===== src/rtl/demux1to2_buf.sv =====
// -----------------------------------------------------------------------------
// demux1to2_buf
//
// One-input, two-output routing demultiplexer. Each destination has a
// single-entry registered slot (data register plus valid flag).
//
// Handshake (all three channels): a word moves on a rising edge when its
// valid and ready are both 1 in the preceding cycle. Valid never depends on
// ready. inReady is combinational from sel1/sel2, the slot valids and the
// destination readies. It never depends on inValid.
//
// Routing: sel1=1 -> dest 1, else sel2=1 -> dest 2, else the word is
// accepted and discarded.
//
// Optional feature: define DEMUX_DROPCNT_EN to add the 8-bit saturating
// dropCount output, which counts discarded words.
//
// Ports
//   clk        in   clock, rising edge
//   rst        in   synchronous reset, active low
//   inData     in   [N-1:0] source word
//   inValid    in   source offers inData
//   sel1/sel2  in   destination select (sel1 has priority)
//   inReady    out  block accepts the offered word this cycle
//   out1/out2  out  [N-1:0] registered destination data
//   out1Valid/out2Valid  out  slot holds an undelivered word
//   out1Ready/out2Ready  in   destination takes its word this cycle
//   dropCount  out  [7:0] discarded-word count (DEMUX_DROPCNT_EN only)
// -----------------------------------------------------------------------------
module demux1to2_buf #(
  parameter int N = 32
) (
  input  logic         clk,
  input  logic         rst,
  input  logic [N-1:0] inData,
  input  logic         inValid,
  input  logic         sel1,
  input  logic         sel2,
  output logic         inReady,
  output logic [N-1:0] out1,
  output logic         out1Valid,
  input  logic         out1Ready,
  output logic [N-1:0] out2,
  output logic         out2Valid,
  input  logic         out2Ready
`ifdef DEMUX_DROPCNT_EN
  ,
  output logic [7:0]   dropCount
`endif
);

  logic slot1_free;
  logic slot2_free;
  logic accept;
  logic accept1;
  logic accept2;
  logic accept_drop;

  // While reset is held, the slots are treated as already cleared. This lets
  // inReady reflect the post-reset state.
  assign slot1_free = ~(out1Valid & rst) | out1Ready;
  assign slot2_free = ~(out2Valid & rst) | out2Ready;

  always_comb begin
    inReady = 1'b1;
    if (sel1)      inReady = slot1_free;
    else if (sel2) inReady = slot2_free;
  end

  assign accept      = inValid & inReady;
  assign accept1     = accept & sel1;
  assign accept2     = accept & ~sel1 & sel2;
  assign accept_drop = accept & ~sel1 & ~sel2;

  // Slot 1. An accept takes precedence over a delivery, so a word delivered
  // and a word accepted in the same cycle sustain full throughput.
  always_ff @(posedge clk) begin
    if (!rst) begin
      out1      <= '0;
      out1Valid <= 1'b0;
    end else if (accept1) begin
      out1      <= inData;
      out1Valid <= 1'b1;
    end else if (out1Ready) begin
      out1Valid <= 1'b0;
    end
  end

  // Slot 2, independent of slot 1.
  always_ff @(posedge clk) begin
    if (!rst) begin
      out2      <= '0;
      out2Valid <= 1'b0;
    end else if (accept2) begin
      out2      <= inData;
      out2Valid <= 1'b1;
    end else if (out2Ready) begin
      out2Valid <= 1'b0;
    end
  end

`ifdef DEMUX_DROPCNT_EN
  // Saturating count of words accepted with no destination selected.
  always_ff @(posedge clk) begin
    if (!rst) begin
      dropCount <= '0;
    end else if (accept_drop && dropCount != 8'hFF) begin
      dropCount <= dropCount + 8'd1;
    end
  end
`else
  // accept_drop only drives the optional counter.
  logic unused_drop;
  assign unused_drop = accept_drop;
`endif

endmodule

===== config.mk =====
export PLATFORM = sky130hd
export DESIGN_NAME = demux1to2_buf
export DESIGN_NICKNAME = d
export VERILOG_FILES = /design/src/rtl/demux1to2_buf.sv
export SDC_FILE = /design/constraint.sdc
export NUM_CORES = 1
export LEC_CHECK = 0
export ABC_CLOCK_PERIOD_IN_PS = 1800
export BUFFER_PORTS_ARGS = -buffer_cell sky130_fd_sc_hd__buf_2
export CAP_MARGIN = 20
export CELL_PAD_IN_SITES_DETAIL_PLACEMENT = 0
export CELL_PAD_IN_SITES_GLOBAL_PLACEMENT = 1
export CORE_AREA = 3 3 97 90
export DETAILED_ROUTE_END_ITERATION = 7
export DIE_AREA = 0 0 100 93
export PLACE_DENSITY = 0.81
export SLEW_MARGIN = 20
export SYNTH_ARGS = -nofsm -noshare
export SYNTH_HDL_FRONTEND = slang
export SYNTH_SLANG_ARGS = --single-unit
export TNS_END_PERCENT = 30

===== constraint.sdc =====
create_clock -name clk -period 1.8 [get_ports clk]
set_clock_uncertainty 0.05 [all_clocks]
set_input_delay 0.36 -clock clk [delete_from_list [all_inputs] [get_ports clk]]
set_output_delay 0.36 -clock clk [all_outputs]
set_load 0.01 [all_outputs]

Word-level counts from Yosys, hierarchy flattened
Cells that the tools add are included.

Flip-flop bits (word level): 66. Input bits: 39. Logic and storage cells: 23.

Muxes and demuxes: 6. Bitwise operators: 11. Reductions and logical operators: 2.

Operators by type and width (count): bitwise AND 1 bit (6); 2-to-1 mux 1 bit (6); nonzero test 2 bit (2); NOT 1 bit (3); OR 1 bit (2).

Depth between registers and ports, before layout
Depth after elaboration: 9. Mapped depth: 5. Depth with buffers taken out: 3.

Worst setup path after synthesis
OpenSTA, ideal clock, no wires.

Kind: in2out. From: input port out1Ready. To: output port inReady. Arrival time: 1.084 ns. Required time: 1.390 ns. Setup slack: 0.306 ns. Stages on the path: 4. Buffers on the path: 1. Path through: and2b_1 > clkbuf_1 > a22o_2 > nand2_1.

Longest elaborated chain between the ends: 2.

RTL lines: start, declared (RTL line 42) `input logic out1Ready,`; OR 1 bit (RTL line 61) `assign slot1_free = ~(out1Valid & rst) | out1Ready;`; 2-to-1 mux 1 bit (RTL line 66) `if (sel1) inReady = slot1_free;`; end, declared (RTL line 39) `output logic inReady,`.

No other way between the ends.

Worst setup path after layout
From: register out1Valid. To: output port inReady.

Longest elaborated chain between the ends: 4.

RTL lines: start, declared (RTL line 41) `output logic out1Valid,`; start signal, assigned (RTL line 80) `out1Valid <= 1'b0;`; start signal, assigned (RTL line 83) `out1Valid <= 1'b1;`; start signal, assigned (RTL line 85) `out1Valid <= 1'b0;`; bitwise AND 1 bit (RTL line 61); NOT 1 bit (RTL line 61); OR 1 bit (RTL line 61); 2-to-1 mux 1 bit (RTL line 66).

No other way between the ends.

==> results.yml <==
status:
  outcome: "finished clean"
hold_path:
  holdCritPathClass: "in -> reg"
sta:
  rsz0062_at_grt: "no"
  fin_ws_ns: 0.1044
  max_freq_ghz: 0.5898
  relSlewSlack_pct: 66.70
  setup-violations-final: 0
  hold_viol: 0
  slew_viol_final: 0
  tns_ns: 0
  worst_pin_slew_ns: 0.4995
  min_period_ns: 1.696
  period_share_pct: 94.20
routing:
  dr.pass1.iters: 4
  vias: 2436
  drt-initial-drc-count: 70
  vias_per_cell: 4.872
  wirelength_um: 7123
  ant_nets: 0
  route.met2.wl_um: 3419
  wl_met3_um: 364
  wl_met1_um: 3172
  wl_per_cell_um: 14.25
  drc: 0
  dr.max_layer_used: "met4"
cts:
  clock_latency_ns: 0.33
  cts.repair.resized: 0
  post-cts-setup-buffers: 0
  cts_root_buffer: "clkbuf_8"
  postCtsHoldBufs: 0
  clk_pin_slew_ns: 0.08
  clockBufferDepth: 2
  cts_tree: "done"
  clock-sinks: 66
  numCtsBuffers: 9
  cts_max_level: 3
place:
  place_area_um2: 3284
  gp_congestion: 0.7510
  pre_cts_slack_ns: 0.2992
  hpwlAfterDp_um: 4875
  port-buffer-count: 105
grt:
  grt_pass1_vias: 2431
  grt_pass1_wl_um: 11790
  grt_use_total_pct: 15.75
  grt_max_degree: 56
  antenna_found_initial: 0
  grt_overflow: 0
layout:
  drive_gt1_share_pct: 33.42
  diodes: 0
  nNetsFinal: 435
  final_util_pct: 44.59
  mostFrequentLayoutCells: "105 x buf_2, 67 x nand2_1, 66 x dfxtp_1"
  area_growth_pct: 29.67
  nFillCells: 805
  finish.instance_area_um2: 3511
  multi_input_area_um2: 1214
  register_area_um2: 1321
  layout.cells.most_common: "buf_2"
die:
  start_util_pct: 34.39
  core_um2: 7874
  ios: 106
  rows: 31
  fp.dieH_um: 93
  die_w_um: 100
  die-area_um2: 9300
logic_synthesis:
  ys_seq_area_share_pct: 48.80
  syn_nets: 337
  ys_warn_count: 0
  syn-instance-count: 298
  yosys.cell_types.count: 20
  post_synth.cell_area_avg_um2: 9.086
  ys_ff_latch: 66
  netlist_area_um2: 2708
worst_setup_path:
  critPathKind: "reg -> out"
  crit_required_ns: 1.39
  arrival_ns: 1.29
  cp-start-kind: "register"
  path_max_fanout: 3
  crit_path_end_kind: "output pin"
  rrSetupSlack_ns: 0.47
power:
  vdd_ir_drop_max_v: 0.0003608
  power_density_nw_per_um2: 947.0
  total_power_mw: 3.325
  p_leak_nw: 1.563
flow_run:
  drv_cap: 0
[cell families after synthesis]
| logic type | Yosys count | synth area share (%) |
|---|---|---|
| multiplexers | 32 | 11.83 |
| AO/OA/AOI/OAI | 67 | 15.71 |
| AND/OR/NAND/NOR | 105 | 17.28 |
| buffers and inverters | 28 | 6.377 |
| flip-flops | 66 | 48.80 |
[layout make-up]
type                    count  area share (%)
multi-input cells         204           34.57
well taps                  99           3.528
flip-flops and latches     66           37.63
clock buffers              10           3.920
clock inverters             6           2.530
repair buffers            115           17.82
[cells in the mapped netlist, drive strengths merged]
cell	instances	area [um2]
o21ai	32	160.2
mux2i	32	320.3
nand2	67	251.5
nand2b	1	6.260
dfxtp	66	1321
nor2b	2	20.02
buf	13	116.4
clkbuf	15	56.30
a21boi	33	247.7
o21a	1	7.510
nor3	1	16.27
nand3	32	160.2
a22o	1	10.01
and2	1	6.260
and2b	1	7.510
[path summary, 6_finish.rpt]
kind	startpoint	cells after the start	end
worst max-delay path	out1Valid	4	inReady
worst min-delay path	inData[26]	3	out2[26]
worst max register to register	out2Valid	4	out2[29]
worst min register to register	out2[13]	2	out2[13]
[where the power goes]
group | total (mW) | internal [mW] | switching (mW)
combinational | 0.354 | 0.154 | 0.200
sequential | 1.55 | 1.52 | 0.0279
clock | 1.42 | 0.820 | 0.603
total | 3.32 | 2.49 | 0.831
[registers in the layout, indices dropped and copies added, names as in the netlist]
signal / cells
out2Valid: 1
out1: 32
out2: 32
out1Valid: 1
[through the flow]
stage	hold WS [ns]	std cells
6_report	0.2248	500
4_1_cts	0.2033	500
5_1_grt	0.2051	500
2_1_floorplan	0.4290	298
3_3_place_gp	0.3888	484
3_5_place_dp	0.3936	484
[worst max-delay path: stages (launching register included)]
cell and delay (ns):
dfxtp_1 0.33, and2b_1 0.18, a22o_2 0.25, nand2_1 0.06
buf_2 0.14
[per-layer routing]
metal,global-route usage [%],vias up
met5,0,-
met4,8.193,0
met3,2.983,13
met2,26.17,67
met1,19.34,1148
li1,-,1208
No activity file was read; power rests on OpenSTA's default activity.
